`src/rtl/game_sequencer_pkg.sv`:
```
// Shared types, widths and tile-location helpers for the game sequencer.
package game_pkg;

  localparam int LOC_W    = 8;
  localparam int HEALTH_W = 2;
  localparam int SEG_W    = 4;

  typedef enum logic [2:0] {
    ST_TITLE = 3'd0,
    ST_PLAY  = 3'd1,
    ST_HURT  = 3'd2,
    ST_WIN   = 3'd3,
    ST_LOSE  = 3'd4
  } state_e;

  function automatic logic [3:0] loc_x(input logic [LOC_W-1:0] loc);
    return loc[7:4];
  endfunction

  function automatic logic [3:0] loc_y(input logic [LOC_W-1:0] loc);
    return loc[3:0];
  endfunction

endpackage

```
`src/rtl/game_sequencer_if.sv`:
```
// Controller/entity-facing signal bundle of the game sequencer.
// All signals are levels sampled or updated once per frame_clk rising edge; there is no valid/ready handshake.
interface game_sequencer_if;
  import game_pkg::*;

  logic                start;
  logic [LOC_W-1:0]    player_loc;
  logic [LOC_W-1:0]    dragon_loc;
  logic [LOC_W-1:0]    sword_loc;
  logic                sword_active;
  logic [2:0]          game_state;
  logic                entity_rst;
  logic                player_tick;
  logic                dragon_tick;
  logic [HEALTH_W-1:0] player_health;
  logic [SEG_W-1:0]    dragon_segments;
  logic                invuln;

  modport master (
    output start, player_loc, dragon_loc, sword_loc, sword_active,
    input  game_state, entity_rst, player_tick, dragon_tick,
           player_health, dragon_segments, invuln
  );

  modport slave (
    input  start, player_loc, dragon_loc, sword_loc, sword_active,
    output game_state, entity_rst, player_tick, dragon_tick,
           player_health, dragon_segments, invuln
  );
endinterface

```
`src/rtl/game_sequencer_tick_divider.sv`:
```
// Frame divider: counts 0..div-1 while enabled and flags the frame at div-1.
// A counter already past a freshly lowered divisor wraps to 0 without a tick.
module tick_divider #(
  parameter int W = 4
) (
  input  logic         clk_i,
  input  logic         rst_i,
  input  logic         en_i,
  input  logic         clr_i,
  input  logic [W-1:0] div_i,
  output logic         tick_o
);

  logic [W-1:0] cnt_q, cnt_d;

  always_comb begin
    cnt_d = cnt_q;
    if (clr_i) begin
      cnt_d = '0;
    end else if (en_i) begin
      cnt_d = (cnt_q >= div_i - W'(1)) ? '0 : cnt_q + W'(1);
    end
  end

  always_ff @(posedge clk_i) begin
    if (rst_i) cnt_q <= '0;
    else       cnt_q <= cnt_d;
  end

  assign tick_o = en_i & (cnt_q == div_i - W'(1));

endmodule

```
`src/rtl/game_sequencer.sv`:
```
// Per-frame game controller: state machine, move ticks, collisions, health and dragon segments.
// Optional DRAGON_SPEEDUP_EN: each dragon hit shortens the dragon tick period by one frame (floor 2).
module game_sequencer
  import game_pkg::*;
#(
  parameter int PLAYER_TICK_DIV = 4,
  parameter int DRAGON_TICK_DIV = 8,
  parameter int HURT_FRAMES     = 30,
  parameter int MAX_HEALTH      = 3,
  parameter int DRAGON_LEN      = 6
) (
  input  logic            frame_clk,
  input  logic            rst,
  game_sequencer_if.slave bus
);

  localparam int MAX_DIV = (PLAYER_TICK_DIV > DRAGON_TICK_DIV) ? PLAYER_TICK_DIV : DRAGON_TICK_DIV;
  localparam int DIV_W   = $clog2(MAX_DIV + 1);
  localparam int HURT_W  = $clog2(HURT_FRAMES + 1);

  state_e              state_q, state_d;
  logic                start_q, s_hit_q;
  logic [HEALTH_W-1:0] health_q, health_d;
  logic [SEG_W-1:0]    segs_q, segs_d;
  logic [HURT_W-1:0]   hurt_q, hurt_d;
  logic [DIV_W-1:0]    ddiv_q, ddiv_d;
  logic                clr_ticks, active, start_rise, p_hit, s_hit, d_event;

  assign start_rise = bus.start & ~start_q;
  assign p_hit   = (loc_x(bus.player_loc) == loc_x(bus.dragon_loc)) &&
                   (loc_y(bus.player_loc) == loc_y(bus.dragon_loc));
  assign s_hit   = bus.sword_active &&
                   (loc_x(bus.sword_loc) == loc_x(bus.dragon_loc)) &&
                   (loc_y(bus.sword_loc) == loc_y(bus.dragon_loc));
  assign d_event = s_hit & ~s_hit_q;
  assign active  = (state_q == ST_PLAY) || (state_q == ST_HURT);

  always_comb begin
    state_d   = state_q;
    health_d  = health_q;
    segs_d    = segs_q;
    hurt_d    = hurt_q;
    clr_ticks = 1'b0;
    case (state_q)
      ST_TITLE: begin
        if (start_rise) begin
          state_d   = ST_PLAY;
          health_d  = HEALTH_W'(MAX_HEALTH);
          segs_d    = SEG_W'(DRAGON_LEN);
          clr_ticks = 1'b1;
        end
      end
      ST_PLAY, ST_HURT: begin
        if (state_q == ST_HURT) begin
          if (hurt_q == '0) state_d = ST_PLAY;
          else              hurt_d  = hurt_q - HURT_W'(1);
        end
        // Dragon damage resolves first; a killing blow discards a same-frame player hit.
        if (d_event && segs_q != '0) segs_d = segs_q - SEG_W'(1);
        if (d_event && segs_d == '0) begin
          state_d = ST_WIN;
        end else if (state_q == ST_PLAY && p_hit) begin
          health_d = (health_q == '0) ? '0 : health_q - HEALTH_W'(1);
          if (health_d == '0) begin
            state_d = ST_LOSE;
          end else begin
            state_d = ST_HURT;
            hurt_d  = HURT_W'(HURT_FRAMES - 1);
          end
        end
      end
      ST_WIN, ST_LOSE: begin
        if (start_rise) state_d = ST_TITLE;
      end
      default: state_d = ST_TITLE;
    endcase
  end

`ifdef DRAGON_SPEEDUP_EN
  always_comb begin
    ddiv_d = ddiv_q;
    if (clr_ticks) begin
      ddiv_d = DIV_W'(DRAGON_TICK_DIV);
    end else if (active && d_event && ddiv_q > DIV_W'(2)) begin
      ddiv_d = ddiv_q - DIV_W'(1);
    end
  end
`else
  assign ddiv_d = DIV_W'(DRAGON_TICK_DIV);
`endif

  always_ff @(posedge frame_clk) begin
    if (rst) begin
      state_q  <= ST_TITLE;
      start_q  <= 1'b0;
      s_hit_q  <= 1'b0;
      health_q <= HEALTH_W'(MAX_HEALTH);
      segs_q   <= SEG_W'(DRAGON_LEN);
      hurt_q   <= '0;
      ddiv_q   <= DIV_W'(DRAGON_TICK_DIV);
    end else begin
      state_q  <= state_d;
      start_q  <= bus.start;
      s_hit_q  <= s_hit;
      health_q <= health_d;
      segs_q   <= segs_d;
      hurt_q   <= hurt_d;
      ddiv_q   <= ddiv_d;
    end
  end

  tick_divider #(.W(DIV_W)) u_player_div (
    .clk_i  (frame_clk),
    .rst_i  (rst),
    .en_i   (active),
    .clr_i  (clr_ticks),
    .div_i  (DIV_W'(PLAYER_TICK_DIV)),
    .tick_o (bus.player_tick)
  );

  tick_divider #(.W(DIV_W)) u_dragon_div (
    .clk_i  (frame_clk),
    .rst_i  (rst),
    .en_i   (active),
    .clr_i  (clr_ticks),
    .div_i  (ddiv_q),
    .tick_o (bus.dragon_tick)
  );

  assign bus.game_state      = state_q;
  assign bus.entity_rst      = (state_q == ST_TITLE);
  assign bus.invuln          = (state_q == ST_HURT);
  assign bus.player_health   = health_q;
  assign bus.dragon_segments = segs_q;

endmodule

```
`src/flat_wrapper.sv`:
```
// flat-port wrapper written by rule: the top's interface ports become plain ports
module game_sequencer_flat import game_pkg::*;
#(
  parameter int PLAYER_TICK_DIV = 4,
  parameter int DRAGON_TICK_DIV = 8,
  parameter int HURT_FRAMES     = 30,
  parameter int MAX_HEALTH      = 3,
  parameter int DRAGON_LEN      = 6
)
  (frame_clk, rst, bus_start, bus_player_loc, bus_dragon_loc, bus_sword_loc, bus_sword_active, bus_game_state, bus_entity_rst, bus_player_tick, bus_dragon_tick, bus_player_health, bus_dragon_segments, bus_invuln);
  game_sequencer_if bus_i ();
  input  logic frame_clk;
  input  logic rst;
  input wire logic [$bits(bus_i.start)-1:0] bus_start;
  input wire logic [$bits(bus_i.player_loc)-1:0] bus_player_loc;
  input wire logic [$bits(bus_i.dragon_loc)-1:0] bus_dragon_loc;
  input wire logic [$bits(bus_i.sword_loc)-1:0] bus_sword_loc;
  input wire logic [$bits(bus_i.sword_active)-1:0] bus_sword_active;
  output wire logic [$bits(bus_i.game_state)-1:0] bus_game_state;
  output wire logic [$bits(bus_i.entity_rst)-1:0] bus_entity_rst;
  output wire logic [$bits(bus_i.player_tick)-1:0] bus_player_tick;
  output wire logic [$bits(bus_i.dragon_tick)-1:0] bus_dragon_tick;
  output wire logic [$bits(bus_i.player_health)-1:0] bus_player_health;
  output wire logic [$bits(bus_i.dragon_segments)-1:0] bus_dragon_segments;
  output wire logic [$bits(bus_i.invuln)-1:0] bus_invuln;
  assign bus_i.start = bus_start;
  assign bus_i.player_loc = bus_player_loc;
  assign bus_i.dragon_loc = bus_dragon_loc;
  assign bus_i.sword_loc = bus_sword_loc;
  assign bus_i.sword_active = bus_sword_active;
  assign bus_game_state = bus_i.game_state;
  assign bus_entity_rst = bus_i.entity_rst;
  assign bus_player_tick = bus_i.player_tick;
  assign bus_dragon_tick = bus_i.dragon_tick;
  assign bus_player_health = bus_i.player_health;
  assign bus_dragon_segments = bus_i.dragon_segments;
  assign bus_invuln = bus_i.invuln;
  game_sequencer #(.PLAYER_TICK_DIV(PLAYER_TICK_DIV), .DRAGON_TICK_DIV(DRAGON_TICK_DIV), .HURT_FRAMES(HURT_FRAMES), .MAX_HEALTH(MAX_HEALTH), .DRAGON_LEN(DRAGON_LEN)) u_core (.frame_clk(frame_clk), .rst(rst), .bus(bus_i));
endmodule
```
`config.mk`:
```
export PLATFORM = sky130hd
export DESIGN_NAME = game_sequencer_flat
export DESIGN_NICKNAME = d
export VERILOG_FILES = /design/src/rtl/game_sequencer_pkg.sv /design/src/rtl/game_sequencer_if.sv /design/src/rtl/game_sequencer_tick_divider.sv /design/src/rtl/game_sequencer.sv /design/src/flat_wrapper.sv
export SDC_FILE = /design/constraint.sdc
export NUM_CORES = 1
export LEC_CHECK = 0
export CAP_MARGIN = 0
export CORE_MARGIN = 2
export CORE_UTILIZATION = 43
export CTS_CLUSTER_SIZE = 8
export DETAILED_ROUTE_END_ITERATION = 8
export GPL_TIMING_DRIVEN = 0
export HOLD_SLACK_MARGIN = 0.08
export PLACE_DENSITY = 0.84
export SYNTH_ARGS = -nofsm -noshare
export SYNTH_HDL_FRONTEND = slang
export SYNTH_SLANG_ARGS = --single-unit
```
`constraint.sdc`:
```
create_clock -name frame_clk -period 1.98 [get_ports frame_clk]
set_input_delay 0.396 -clock frame_clk [delete_from_list [all_inputs] [get_ports frame_clk]]
set_output_delay 0.396 -clock frame_clk [all_outputs]
set_load 0.01 [all_outputs]
```
=== Word level (Yosys, flattened, before mapping) ===
Cells that the tools add are included.

* Register bits after elaboration: 24
* Bits of input ports: 28
* Output and inout bits: 13
* Word-level logic and storage cells: 83

* Order comparisons: 2
* Reductions and logical operators: 20
* Eq/ne operators: 16
* Mux-type cells: 26
* Bitwise operators: 6
* $add $sub $neg: 5

{| class="wikitable"
|+ Operators with widths
! operator !! count
|-
| $mux W5 || 5
|-
| $mux W3 || 7
|-
| $mux W4 || 5
|-
| $eq A4 B4 Y1 || 4
|-
| $pmux W3 S3 || 1
|-
| $add A4 B1 Y4 const B || 2
|-
| $mux W2 || 4
|-
| $pmux W4 S2 || 1
|-
| $reduce_and A4 Y1 || 2
|-
| $eq A3 B2 Y1 const B || 2
|-
| $logic_and A1 B1 Y1 || 6
|-
| $ne A2 B1 Y1 const B || 3
|-
| $reduce_or A2 Y1 || 3
|-
| $logic_not A5 Y1 || 1
|-
| $sub A5 B1 Y5 const B || 1
|-
| $and A1 B1 Y1 || 4
|-
| $eq A4 B2 Y1 const B || 1
|-
| $eq A4 B3 Y1 const B || 1
|-
| $ge A4 B2 Y1 const B || 1
|-
| $ge A4 B3 Y1 const B || 1
|-
| $logic_not A2 Y1 || 2
|-
| $logic_not A4 Y1 || 1
|-
| $ne A4 B1 Y1 const B || 1
|-
| $ne A4 B2 Y1 const B || 1
|-
| 13 further kinds || 15
|}

=== Logic depth before layout (Yosys ltp) ===
Gate-level depths: netlist of run 1.

* Word-level depth: 11
* Depth in mapped cells: 7
* Mapped depth without buffers: 7

=== Hierarchy ===
Synthesis of run 1 repeated with hierarchy kept, for this count alone.

* Cells, all modules: 229
* Area total of the unflattened synthesis: 1885.6 um^2

{| class="wikitable"
|+ Modules (own cells, without submodules)
! module !! times used !! area an instance (um^2) !! sequential area each (um^2) !! cells an instance
|-
| game_sequencer || 1 || 1157.4 || 320.3 || 147
|-
| tick_divider || 2 || 364.1 || 80.1 || 41
|}

=== Worst setup path after synthesis of run 1 ===
Ideal clock, no wire load.

* Path type: reg-to-reg
* Start point: register u_core.segs_q[0] (netlist: u_core.bus.dragon_segments[0])
* End point: register u_core.state_q[1] (netlist: u_core.bus.game_state[1])
* Clock period less this slack: 1.925 ns
* Required time: 1.847 ns
* Stages on the path, launching flop included: 8
* Arrival: 1.792 ns
* Setup time: 0.133 ns
* Path buffers: 0
* Setup slack: 0.055 ns
* Path through: dfxtp_1 > inv_1 > ha_1 > xnor2_1 > a32oi_1 > or4_4 > a2bb2oi_1 > o311ai_1

* Cells in the longest elaborated chain, start to end: 8
* Elaborated cells between the ends (all ways): 12
* Classes of those cells: 1 x add/sub; 2 x eq/ne; 4 x mux; 5 x reduce/logical

{| class="wikitable"
|+ RTL lines
! what !! RTL line !! text
|-
| from (decl) || game_sequencer.sv:24 || <nowiki>logic [SEG_W-1:0] segs_q, segs_d;</nowiki>
|-
| from (signal assigned) || game_sequencer.sv:98 || <nowiki>segs_q <= SEG_W'(DRAGON_LEN);</nowiki>
|-
| from (signal assigned) || game_sequencer.sv:106 || <nowiki>segs_q <= segs_d;</nowiki>
|-
| parallel branches: the longest is 2 deep, another holds $sub A4 B1 Y4 || n/a ||
|-
| $mux W4 * || game_sequencer.sv:59 || <nowiki>if (d_event && segs_q != '0) segs_d = segs_q - SEG_W'(1);</nowiki>
|-
| $mux W4 * || game_sequencer.sv:44 || <nowiki>case (state_q)</nowiki>
|-
| $logic_not A4 Y1 * || game_sequencer.sv:60 || <nowiki>if (d_event && segs_d == '0) begin</nowiki>
|-
| $logic_and A1 B1 Y1 * || game_sequencer.sv:60 ||
|-
| $ne A4 B1 Y1 (no line), or another cell as far along || n/a ||
|-
| $reduce_and A4 Y1 (no line) / $pmux W3 S3 (equally long branches) || n/a ||
|-
| to (signal assigned) || game_sequencer.sv:102 || <nowiki>state_q <= state_d;</nowiki>
|-
| to (decl) || game_sequencer.sv:21 || <nowiki>state_e state_q, state_d;</nowiki>
|}

Every way passes the cells marked *. The select of a mux whose other input is x is not followed.
A chain may end at the register's enable or synchronous reset.

=== Final worst setup path of run 1 ===
* Start point: register u_core.state_q[0] (netlist: u_core.bus.game_state[0])
* End point: output port bus_player_tick

* Cells in the longest elaborated chain, start to end: 3
* Elaborated cells between the ends (all ways): 4
* Classes of those cells: 2 x eq/ne; 1 x bitwise; 1 x reduce/logical

{| class="wikitable"
|+ RTL lines
! what !! RTL line !! text
|-
| $eq A3 B1 Y1 / $eq A3 B2 Y1 (equally long branches) || game_sequencer.sv:36 || <nowiki>assign active = (state_q == ST_PLAY) || (state_q == ST_HURT);</nowiki>
|-
| $logic_or A1 B1 Y1 * || game_sequencer.sv:36 ||
|-
| $and A1 B1 Y1 * || game_sequencer_tick_divider.sv:30 || <nowiki>assign tick_o = en_i & (cnt_q == div_i - W'(1));</nowiki>
|-
| to (decl) || flat_wrapper.sv:21 || <nowiki>output wire logic [$bits(bus_i.player_tick)-1:0] bus_player_tick;</nowiki>
|}

Mark *: on every way between the ends. The rest lies on a longest branch, timed or not.

==> impl_metrics.tcl, run 1 <==
set metrics [dict create \
    status "finished clean" \
    power.density_nw_per_um2 474 \
    power_frac_clock 0.260 \
    routed_via_density 5.53 \
    required_ps 1580 \
    synth_nets 211 \
    grt_overflow 0 \
    start_kind "flip-flop" \
    die_y_um 63.2 \
    seq_area_frac_synth 0.319 \
    grt_pass1_wl_mm 6.62 \
    ioPinCount 41 \
    leakagePower_nw 0.783 \
    place_ws_ps -441 \
    final_cell_mix "clkdlybuf4s50_1 (35), dfxtp_1 (20), nand2_1 (16), a21oi_1 (14), buf_4 (13)" \
    syn2layout_area_growth_pct 43.4 \
    vias 1526 \
    start_util 0.448 \
    grt_max_degree 14 \
    cts_hold_buffers 0 \
    clockRootBuffer "clkbuf_4" \
    p_int_uw 734 \
    max_slew.worst_pin.slew_ps 545 \
    hold_viol 0 \
    swShare 0.283 \
    grt_pass1_vias 1473 \
    wirelength_mm 3.91 \
    cts.clk_slew.worst_paths_ps 140 \
    ir_drop_mv 0.356 \
    period_share 0.981 \
    clk_path_buf_depth 2 \
    fin_ws_ps 38.4 \
    hold_path_class "in -> reg" \
    p_switching_uw 290 \
    path_class "reg -> out" \
    ant_nets 0 \
    cts_max_level 1 \
    ys_warn_count 0 \
    cts_sinks 24 \
    critPathCaptureType "primary output" \
    cts_tree "yes" \
    synth_edf_count 0 \
    comb_power_share 0.248 \
    fp.dieW_um 63.2 \
    numCtsBuffers 3 \
    num_rows 21 \
    fillers 297 \
    rsz0062_at_grt "true" \
    dieArea_um2 4000 \
    final_common_cell "clkdlybuf4s50_1" \
    clock_skew_ps 15.1 \
    synth-main-ff-cell "dfxtp_1" \
    syn_area_um2 1510 \
    drt_iter0_markers 103 \
    period_needed_ps 1940 \
    slew_headroom 0.633 \
    tns_ps 0 \
    track_usage 0.202 \
    dpl.hpwl_mm 2.73 \
    port_buffers 39 \
    first_pass_iters 4 \
    core-area_um2 3360 \
    slew_viol_final 0 \
    setup_viol 0 \
    gp_congestion 0.846 \
    wl_per_cell_um 14.2 \
    ys_ff_latch 24 \
    p_seq_frac 0.491 \
    crit_fanout 6 \
    antenna_found_initial 0 \
    synthCells 179 \
    drc 0 \
    cp.arrival_ps 1550 \
    fmaxAchievable_mhz 515 \
    final_cells 276 \
    fin_nets 263 \
    drive_gt1_frac 0.230 \
    avgSynthCellArea_um2 8.42 \
    antenna_cells 0 \
    worstSkewPairLatency_ps 330 \
    multi_input_area_um2 1060 \
    power.total_mw 1.02 \
    yosys.cell_types.count 48 \
    drv_cap 0 \
    async_flop_share 0 \
    seq_area_um2 493 \
    dpl.cell_count 264 \
    finalHoldWorstSlack_ps 323 \
]
==> final timing paths <==
kind	cells after the start	from	endpoint	slack [ps]
max	4	u_core.bus.game_state[0]	bus_player_tick	40
min	2	rst	u_core.bus.game_state[1]	320
min reg2reg	2	u_core.u_player_div.cnt_q[1]	u_core.u_player_div.cnt_q[1]	470
max reg2reg	7	u_core.hurt_q[0]	u_core.hurt_q[2]	110
==> stage by stage <==
| stage | utilization | area (um2) |
|---|---|---|
| final | 0.643 | 2160 |
| after global routing | 0.643 | 2160 |
| after CTS | 0.610 | 2050 |
| after detailed placement | 0.581 | 1960 |
| after global placement | 0.581 | 1960 |
| after floorplan | - | 1510 |
==> power groups by stage <==
stage               logic (mW)  registers, mW  clock network (mW)
floorplan                0.131          0.511                   0
global placement         0.225          0.511                   0
detailed placement       0.229          0.512                   0
CTS                      0.237          0.508               0.273
global route             0.282          0.506               0.301
finish                   0.255          0.503               0.267
==> cell families after synthesis <==
logic type / count (synthesis) / synth area share
AND/OR/NAND/NOR: 79 / 0.325
AO/OA/AOI/OAI: 40 / 0.173
flip-flops: 24 / 0.319
XOR/XNOR: 18 / 0.105
buffers and inverters: 14 / 0.0456
adder cells (fa/ha/maj): 4 / 0.0332
==> timing repair <==
item,CTS,global route
pin swaps,1,4
buffers inserted,3,7
resized for setup,25,19
setup endpoints to repair,14,22
==> state kept, by name, summed over array words and instances (netlist names) <==
name,count
u_core.bus.dragon_segments,4
u_core.bus.game_state,3
u_core.bus.player_health,2
u_core.hurt_q,5
u_core.s_hit_q,1
u_core.start_q,1
u_core.u_dragon_div.cnt_q,4
u_core.u_player_div.cnt_q,4
==> Yosys cell counts (all sizes together), types with 5 or more instances <==
cell type,number,share of area
dfxtp,24,0.32
nor4,6,0.055
inv,6,0.015
nor2,12,0.030
xnor2,10,0.058
nand2b,6,0.027
xor2,8,0.046
nor3,7,0.027
a21oi,15,0.050
nand3,7,0.027
buf,5,0.023
nand2,17,0.044
o21ai,5,0.017
==> metal layers <==
metal,part of all wire,GRT usage,vias to the layer above,wire (um)
met5,0,0,-,0
met4,0.011,0.0435,0,44
met3,0.029,0.0446,6,115
met2,0.51,0.342,34,1990
met1,0.45,0.265,736,1760
li1,-,-,750,-
==> area by class of cell <==
cell class / count / area share
multi-input cells: 141 / 0.491
repair buffers: 49 / 0.208
flip-flops and latches: 24 / 0.228
well taps: 46 / 0.0266
plain buffers: 6 / 0.0191
clock buffers: 4 / 0.0168
inverters: 6 / 0.0104
==> worst max-delay path: stages, from the launching register on <==
cell      delay [ps]
dfxtp_4          400
nand2b_4         160
a21o_4           250
nor4b_4          240
buf_2            160
(Power assumes the default switching activity.)
==> run 2: changes to the inputs <==
--- a/config.mk
+++ b/config.mk
@@ -5,14 +5,15 @@
 export SDC_FILE = /design/constraint.sdc
 export NUM_CORES = 1
 export LEC_CHECK = 0
-export CAP_MARGIN = 0
+export CAP_MARGIN = 10
 export CORE_MARGIN = 2
-export CORE_UTILIZATION = 43
+export CORE_UTILIZATION = 48
 export CTS_CLUSTER_SIZE = 8
 export DETAILED_ROUTE_END_ITERATION = 8
 export GPL_TIMING_DRIVEN = 0
 export HOLD_SLACK_MARGIN = 0.08
-export PLACE_DENSITY = 0.84
+export PLACE_DENSITY = 0.89
+export SKIP_CTS_REPAIR_TIMING = 1
 export SYNTH_ARGS = -nofsm -noshare
 export SYNTH_HDL_FRONTEND = slang
 export SYNTH_SLANG_ARGS = --single-unit
==> constraint.sdc (replaced) <==
create_clock -name frame_clk -period 1.95 [get_ports frame_clk]
set_input_delay 0.39 -clock frame_clk [delete_from_list [all_inputs] [get_ports frame_clk]]
set_output_delay 0.39 -clock frame_clk [all_outputs]
set_load 0.01 [all_outputs]
==> run 2 against run 1 <==
The run now ends with setup timing left. First-iteration DRC count decreased by 23%. Register-to-register slack worse by 20 ps. Non-clock buffer count grew 2. Final cell count unchanged. Sequential power grew 0.8%. Flip-flop and latch count unchanged. Clock power up 34%. Cell area increased by 2.3%.
==> impl_metrics.tcl, run 2 (synthesized netlist as in run 1, its figures left out) <==
set metrics [dict create \
    status "complete, but fails checks" \
    violations "setup timing" \
    leakagePower_nw 0.845 \
    crit_path_top_delay_cell "dfxtp_2" \
    clock_skew_ps 3.90 \
    core-area_um2 3030 \
    dpl_cell_area_um2 1950 \
    cts.clk_slew.worst_paths_ps 130 \
    cts_tree "yes" \
    grt_pass1_vias 1382 \
    path_common_cell "buf_6" \
    track_usage 0.220 \
    crit_fanout 7 \
    drive_gt1_frac 0.237 \
    die_y_um 60.0 \
    setup_viol 1 \
    vias 1544 \
    dpl.hpwl_mm 2.71 \
    hold_viol 0 \
    path_class "reg -> out" \
    slew_viol_final 0 \
    critical-path-max-stage-delay_ps 340 \
    final_common_cell "clkdlybuf4s50_1" \
    hold_path_class "in -> reg" \
    antenna_cells 0 \
    drv_cap 0 \
    fin_ws_ps -100 \
    period_needed_ps 2050 \
    multi_input_area_um2 1060 \
    finish.utilization 0.731 \
    clockRootBuffer "clkbuf_4" \
    syn2layout_area_growth_pct 46.7 \
    drt_iter0_markers 79 \
    wirelength_mm 4.10 \
    critPathCaptureType "primary output" \
    max_slew.worst_pin.slew_ps 792 \
    wl_per_cell_um 14.9 \
    grt_pass1_wl_mm 6.10 \
    start_kind "flip-flop" \
    clk_path_buf_depth 2 \
    numCtsBuffers 3 \
    num_rows 20 \
    grt_overflow 0 \
    antenna_found_initial 0 \
    first_pass_iters 5 \
    start_util 0.498 \
    routed_via_density 5.59 \
    critPathBufInv 3 \
    ir_drop_mv 0.418 \
    fin_nets 265 \
    drc 0 \
    timing.reg2reg.setup_slack_ps 90 \
    dieArea_um2 3610 \
    final_cell_mix "clkdlybuf4s50_1 (33), dfxtp_1 (20), nand2_1 (16), a21oi_1 (14), buf_4 (13)" \
    fillers 214 \
    cts_max_level 1 \
    fp.dieW_um 60.0 \
    ioPinCount 41 \
    cpLargestDelayFamily "buffers and inverters" \
    rsz0062_at_grt "true" \
    regMostFlops "u_core.hurt_q" \
    power.density_nw_per_um2 520 \
    crit_chain "buf_6 -> nand2b_4 -> a21o_1 -> buf_6 -> nor4b_4 -> buf_2" \
    cp.arrival_ps 1660 \
    required_ps 1560 \
    largest_reg_flops 5 \
    slew_headroom 0.469 \
    gp_congestion 0.771 \
    fmaxAchievable_mhz 488 \
    port_buffers 39 \
    ant_nets 0 \
    worstSkewPairLatency_ps 310 \
    grt_max_degree 15 \
    stdcell_area_um2 2210 \
    period_share 1.05 \
    cts_sinks 24 \
    seq_area_um2 490 \
]
run 2: cell count changes in the layout (fill, tap and decap cells not counted), moves of 2 or more:
cell             delta
dlymetal6s2s_1      +4
buf_6               +2
clkdlybuf4s50_1     -2
xnor2_2             +2
xnor2_1             -2
run 2: stage by stage:
stage / TNS [ps] / hold slack [ps] / setup slack (ps) / instances / power (mW)
after floorplan: 0 / 436 / 24.9 / 179 / 0.652
after global placement: -6680 / 444 / -417 / 262 / 0.746
after detailed placement: -7350 / 457 / -396 / 262 / 0.751
after CTS: -2710 / 347 / -784 / 266 / 1.11
after global routing: -600 / 345 / -163 / 276 / 1.20
final: -100 / 350 / -100 / 276 / 1.15
run 2: layer usage:
| metal | share of wire | track usage | wire [um] | vias up |
|---|---|---|---|---|
| met5 | 0 | 0 | 0 | - |
| met4 | 0.0088 | 0.0667 | 36 | 0 |
| met3 | 0.054 | 0.0498 | 221 | 6 |
| met2 | 0.51 | 0.357 | 2100 | 52 |
| met1 | 0.42 | 0.290 | 1740 | 725 |
| li1 | - | - | - | 761 |
run 2: worst reg2reg max path: stages, from the launching register on:
cell and delay [ps]:
dfxtp_1 340, inv_1 90, ha_1 190, or3b_2 480, o21ai_2 290, nor2_1 70, a21oi_1 180, a31oi_1 110
run 2: final cells by class:
type                       count  area share
sequential                    24       0.222
inverter                       6      0.0102
multi-input combinational    141       0.480
timing repair buffer          49       0.210
clock buffer                   3      0.0102
tap                           44      0.0249
clock inverter                 1      0.0136
buffer                         8      0.0288
run 2: report_power, final:
| part | switching [mW] | internal, mW | leakage (nW) | total [mW] |
|---|---|---|---|---|
| clock | 0.150 | 0.208 | 0.0279 | 0.357 |
| sequential | 0.00838 | 0.499 | 0.196 | 0.507 |
| combinational | 0.139 | 0.147 | 0.621 | 0.286 |
| total | 0.297 | 0.853 | 0.845 | 1.15 |
run 2: final timing paths:
check | to | cells past startpoint | startpoint
min reg2reg | u_core.u_player_div.cnt_q[1] | 2 | u_core.u_player_div.cnt_q[1]
min | u_core.bus.game_state[1] | 2 | rst
max | bus_player_tick | 6 | u_core.bus.game_state[0]
max reg2reg | u_core.hurt_q[2] | 7 | u_core.hurt_q[0]
